<file path="config.mk">
export PLATFORM = sky130hd
export DESIGN_NAME = rr_arb_mux_src
export DESIGN_NICKNAME = d
export VERILOG_FILES = /design/src/rtl/rr_arb_mux_src.sv
export SDC_FILE = /design/constraint.sdc
export NUM_CORES = 1
export LEC_CHECK = 0
export ABC_AREA = 1
export BUFFER_PORTS_ARGS = -buffer_cell sky130_fd_sc_hd__buf_2
export CORE_UTILIZATION = 50
export CTS_BUF_LIST = sky130_fd_sc_hd__clkbuf_4 sky130_fd_sc_hd__clkbuf_8
export CTS_CLUSTER_DIAMETER = 50
export DETAILED_ROUTE_END_ITERATION = 10
export GPL_TIMING_DRIVEN = 0
export HOLD_SLACK_MARGIN = 0.12
export PLACE_DENSITY = 0.87
export SYNTH_ARGS = -nofsm -noshare
export SYNTH_HDL_FRONTEND = slang
export SYNTH_SLANG_ARGS = --single-unit
</file>
<file path="constraint.sdc">
create_clock -name clk_i -period 2.2 [get_ports clk_i]
set_input_delay 0.44 -clock clk_i [delete_from_list [all_inputs] [get_ports clk_i]]
set_output_delay 0.44 -clock clk_i [all_outputs]
set_load 0.01 [all_outputs]
</file>
<file path="src/rtl/rr_arb_mux_src.sv">
// Round-robin arbiter feeding a registered select/data/valid source for mux_bus_prm.
// Optional saturating transfer counter port cnt_o is enabled by defining RR_ARB_MUX_SRC_STAT_EN.
module rr_arb_mux_src #(
   parameter int SEL_WIDTH = 2,
   parameter int DAT_WIDTH = 2
) (
   input  logic                                      clk_i,
   input  logic                                      rst_i,
   input  logic [(2**SEL_WIDTH)-1:0]                 req_i,
   input  logic [(2**SEL_WIDTH)-1:0][DAT_WIDTH-1:0]  dat_i,
   output logic [(2**SEL_WIDTH)-1:0]                 gnt_o,
   output logic [SEL_WIDTH-1:0]                      sel_o,
   output logic [DAT_WIDTH-1:0]                      dat_o,
   output logic                                      vld_o,
   input  logic                                      rdy_i
`ifdef RR_ARB_MUX_SRC_STAT_EN
   ,
   output logic [15:0]                               cnt_o
`endif
);

   localparam int N = 2**SEL_WIDTH;

   typedef enum logic {EMPTY, FULL} state_t;

   state_t               state;
   logic [SEL_WIDTH-1:0] ptr;
   logic [SEL_WIDTH-1:0] win_idx;
   logic [SEL_WIDTH-1:0] cand;
   logic                 win_found;
   logic                 load;
   logic                 grant;

   assign vld_o = (state == FULL);
   assign load  = (state == EMPTY) || rdy_i;
   assign grant = load && win_found && !rst_i;

   // Scan requesters starting at ptr; the modular add handles the wrap to index 0.
   always_comb begin
      win_found = 1'b0;
      win_idx   = '0;
      cand      = '0;
      for (int i = 0; i < N; i++) begin
         cand = ptr + SEL_WIDTH'(i);
         if (!win_found && req_i[cand]) begin
            win_found = 1'b1;
            win_idx   = cand;
         end
      end
   end

   always_comb begin
      gnt_o = '0;
      if (grant) gnt_o[win_idx] = 1'b1;
   end

   // Output register: refill on grant, empty when loading with no requester, hold under back-pressure.
   always_ff @(posedge clk_i) begin
      if (rst_i) begin
         state <= EMPTY;
         sel_o <= '0;
         dat_o <= '0;
         ptr   <= '0;
      end else if (load) begin
         if (win_found) begin
            state <= FULL;
            sel_o <= win_idx;
            dat_o <= dat_i[win_idx];
            ptr   <= win_idx + 1'b1;
         end else begin
            state <= EMPTY;
         end
      end
   end

`ifdef RR_ARB_MUX_SRC_STAT_EN
   // Counts downstream transfers and sticks at all-ones.
   always_ff @(posedge clk_i) begin
      if (rst_i) begin
         cnt_o <= '0;
      end else if (vld_o && rdy_i && (cnt_o != 16'hFFFF)) begin
         cnt_o <= cnt_o + 16'd1;
      end
   end
`endif

endmodule

</file>
==> results list <==
- By startpoint and endpoint, the worst setup path is classified as flip-flop to output pin.
- Slowest cell on crit path: sky130_fd_sc_hd__dfxtp_4
- STA classifies the critical path endpoint as an output pin.
* Clock latency on the worst-skew pair: 0.25 ns
- Of the synthesized area, sequential elements account for 0.1812.
- Measured against its own limit, the worst slew margin works out to 0.8293.
* Count of unresolved DRC violations after routing: 0
* Number of H-tree levels: 1
- The initialized floorplan defines 13 standard-cell rows.
- The floorplan step set the die width to 41.33 microns.
- In this run the cell area measured after placement is 907.1 sq um.
* Area of the placeable core: 1366 sq um
* Run status: finished, violations left
* Root cell of the clock tree: sky130_fd_sc_hd__clkbuf_4
- Subtracting the final worst setup slack from the clock period gives 2.360 ns.
- Critical Path Most Common Cell: sky130_fd_sc_hd__nand2_2
- Worst-path clk slew: 0.05 ns
- Boundary Pins: 24
- Routability-driven placement finished with a final weighted congestion of 0.8441.
* Portion of the clock cycle consumed by the worst path in the final layout: 1.073
- In this design, the largest share of critical-path delay is due to simple AND/OR/NAND/NOR gates.
- Area share of the leading cell type in the synthesized netlist: 0.1812
- In the global route stage, met3 resource usage came out at 0.04255.
* Clk buf depth: 2
- Total gr overflow: 0
* Half-perimeter wire length of the detailed placement result: 1.449 mm
- First-pass GRT wire length: 3.270 mm
- The number of nets handed over by synthesis was 139.
* Y dimension of the die: 41.33 microns
- Instance count of the mapped netlist: 124
- At the end of the flow, the number of nets in the layout was 187.
- In this run the worst path has a maximum fanout of 5.
- Hold Vio Cnt, Final: 0
- Dividing the detail-routed wire length by the instance count gives 20.32 microns.
* Number of clock sinks: 7
- With fillers left out, the area of the finished cells amounts to 1280 sq um.
* WP data arrival: 1.92 ns
- Transition time at the pin with the least slew margin: 0.2557 ns
- Number of endpoints failing setup at the final stage: 5
- Once routing completed, OpenROAD measured the worst setup slack at -0.1596 ns.
* Required time of the worst setup path: 1.76 ns
* Count of state elements after synthesis: 7
* Met2 global-route usage: 0.5078
- Final worst clock skew: 0.003559 ns
- Detailed routing inserted a total of 1174 vias.
- Initial standard-cell utilization of the core: 0.5659
- Maximum number of pins on one net before global-route repair: 11
- Average cell area after synthesis: 6.236 sq um
- In this run the remaining antenna-violating nets after routing total 0.
- First-pass iteration count of the detailed router: 7
- Number of inserted diodes: 0
- Worst path cell trace: buf_6 > nand2_1 > nand2_2 > nand2_4 > inv_2 > a21boi_4 > nand2_2 > nor2_4 > nand2_2 > nor2_2 > buf_2
* CTS tree: yes
- For this design the ratio of total power to cell area is 2030 nW/um^2.
* Starting DRT DRC Count: 75
* Via count of the first global-routing pass: 800
- Max frequency: 423.8 MHz
- Global-route usage over all layers: 0.2911
- Initial antenna violation count: 0
- In the final layout, the share of cells above drive strength 1 is 0.6608.
- In the global route stage, met1 resource usage came out at 0.3669.
- Non-filler cells in the finished layout: 186
* Max-capacitance violation count: 0
- Final number of max-transition violations: 0
- The final reports fail on negative setup slack.
- Number of buffers added to fix hold violations after cts: 0
- Setup slack of the most critical reg-to-reg path: -0.16 ns
- Netlist area before placement: 773.2 sq um
- Counting distinct cell types in the post-synthesis netlist gives 19.
- Reported leakage power: 0.6921 nW
- In this run the tool buffered the top-level ports with 23 buffer cells.
* Routed Wire Length: 3.780 mm
- For this run, the number of Yosys warnings is 0.
* Combined buffer and inverter count along the critical path: 3
* Syn-to-layout area delta: 65.53%
- Floorplan die area: 1708 sq um
- The tightest min-delay check is of the primary input to flip-flop type.
* Unrepaired setup endpoints after global routing: yes
* Largest stage delay on the critical path: 0.38 ns
- Per-cell via count in the routed design: 6.312
* Biggest area consumer among synthesized cells: sky130_fd_sc_hd__dfxtp_1
- In the post-synthesis netlist, the biggest area contributors are sky130_fd_sc_hd__dfxtp_1 (18%), sky130_fd_sc_hd__nand2_1 (18%), sky130_fd_sc_hd__nand2_2 (11%).
- The number of placed instances, taps included, is 162.
* Critical Path Source Type: flip-flop
- Number of buffers created by CTS: 3
- The global routing stage identified its most utilized layer as met2.
- Worst vdd rail ir drop: 1.339 mV
final timing paths:
check | from | to | cells past startpoint
worst max-delay path | ptr[0] | gnt_o[0] | 11
worst min-delay path | rst_i | ptr[0] | 2
worst max register to register | ptr[1] | ptr[1] | 19
worst min register to register | sel_o[1] | sel_o[1] | 2
logic make-up after synthesis:
| family | after synthesis | share of synthesized area |
|---|---|---|
| AOI/OAI and AO/OA | 11 | 0.08899 |
| buffers and inverters | 17 | 0.1019 |
| DFF | 7 | 0.1812 |
| and+or+nand+nor | 89 | 0.6278 |
report_power, final:
| group | leakage [nW] | switching (mW) | total, mW | internal [mW] |
|---|---|---|---|---|
| logic | 0.614 | 1.32 | 2.20 | 0.886 |
| clock network | 0.0184 | 0.0503 | 0.132 | 0.0817 |
| registers | 0.0595 | 0.0709 | 0.262 | 0.192 |
cell usage after synthesis:
cell type	n
sky130_fd_sc_hd__nand2_1	37
sky130_fd_sc_hd__nand2_2	14
sky130_fd_sc_hd__nand3_1	13
sky130_fd_sc_hd__inv_1	12
sky130_fd_sc_hd__nor2_1	10
sky130_fd_sc_hd__dfxtp_1	7
sky130_fd_sc_hd__o21ai_1	5
sky130_fd_sc_hd__a21oi_1	4
sky130_fd_sc_hd__inv_2	3
sky130_fd_sc_hd__nand3_2	3
sky130_fd_sc_hd__nor2_4	3
sky130_fd_sc_hd__buf_6	2
sky130_fd_sc_hd__nand2_4	2
sky130_fd_sc_hd__nand3_4	2
sky130_fd_sc_hd__nor2_2	2
sky130_fd_sc_hd__nor3_1	2
sky130_fd_sc_hd__a21boi_4	1
sky130_fd_sc_hd__nand4_2	1
sky130_fd_sc_hd__o21ai_0	1
flip-flops by register name, indices dropped and copies added, names as in the netlist:
signal	count
vld_o	1
dat_o	2
ptr	2
sel_o	2
per-stage QoR:
stage	utilization	setup TNS, ns	power (mW)	setup WS (ns)	hold slack [ns]
2_1_floorplan	-	0	1.197	0.2956	0.5091
3_3_place_gp	0.6639	0	1.400	0.1228	0.4909
6_report	0.9368	-0.5923	2.598	-0.1596	0.3692
5_1_grt	0.9368	-1.014	2.712	-0.2678	0.3673
3_5_place_dp	0.6639	0	1.436	0.06323	0.5028
4_1_cts	0.7995	-0.01862	1.921	-0.01484	0.3538
layout by cell type (no fill, tap or decap):
cell,instances
sky130_fd_sc_hd__a21oi_2,1
sky130_fd_sc_hd__nand3_1,11
sky130_fd_sc_hd__inv_1,9
sky130_fd_sc_hd__nor3_2,1
sky130_fd_sc_hd__nand2_1,17
sky130_fd_sc_hd__nand2_2,22
sky130_fd_sc_hd__nand2_4,14
sky130_fd_sc_hd__buf_4,19
sky130_fd_sc_hd__nand4_2,1
sky130_fd_sc_hd__buf_6,3
sky130_fd_sc_hd__o21ai_0,1
sky130_fd_sc_hd__nor2_4,4
sky130_fd_sc_hd__clkbuf_4,4
sky130_fd_sc_hd__dfxtp_4,2
sky130_fd_sc_hd__nor3_1,1
sky130_fd_sc_hd__a21oi_1,3
sky130_fd_sc_hd__nand3_4,5
sky130_fd_sc_hd__buf_2,23
sky130_fd_sc_hd__nor2_1,6
sky130_fd_sc_hd__inv_4,1
sky130_fd_sc_hd__o21ai_1,5
sky130_fd_sc_hd__inv_8,1
sky130_fd_sc_hd__a21boi_4,1
sky130_fd_sc_hd__inv_6,1
sky130_fd_sc_hd__dfxtp_1,5
sky130_fd_sc_hd__nand3_2,2
sky130_fd_sc_hd__nor2_2,5
sky130_fd_sc_hd__inv_2,3
what timing repair did:
item / 4_1_cts / 5_1_grt
gates resized for setup: 22 / 37
gates cloned: 1 / 0
pin swaps: 12 / 20
setup buffers: 11 / 8
setup endpoints to repair: 4 / 5
routing by layer:
layer / part of all wire / up-vias
met5: 0 / -
met1: 0.35 / 516
met4: 0.065 / 0
li1: - / 489
met2: 0.47 / 129
met3: 0.11 / 40
area by class of cell:
type	count	area, sq um
Multi-Input combinational cell	100	720.7
Timing Repair Buffer	43	269.0
Sequential cell	7	147.6
Fill cell	52	86.33
Inverter	15	71.32
Clock buffer	4	30.03
Buffer	2	22.52
Tap cell	15	18.77
(Power assumes the default switching activity.)
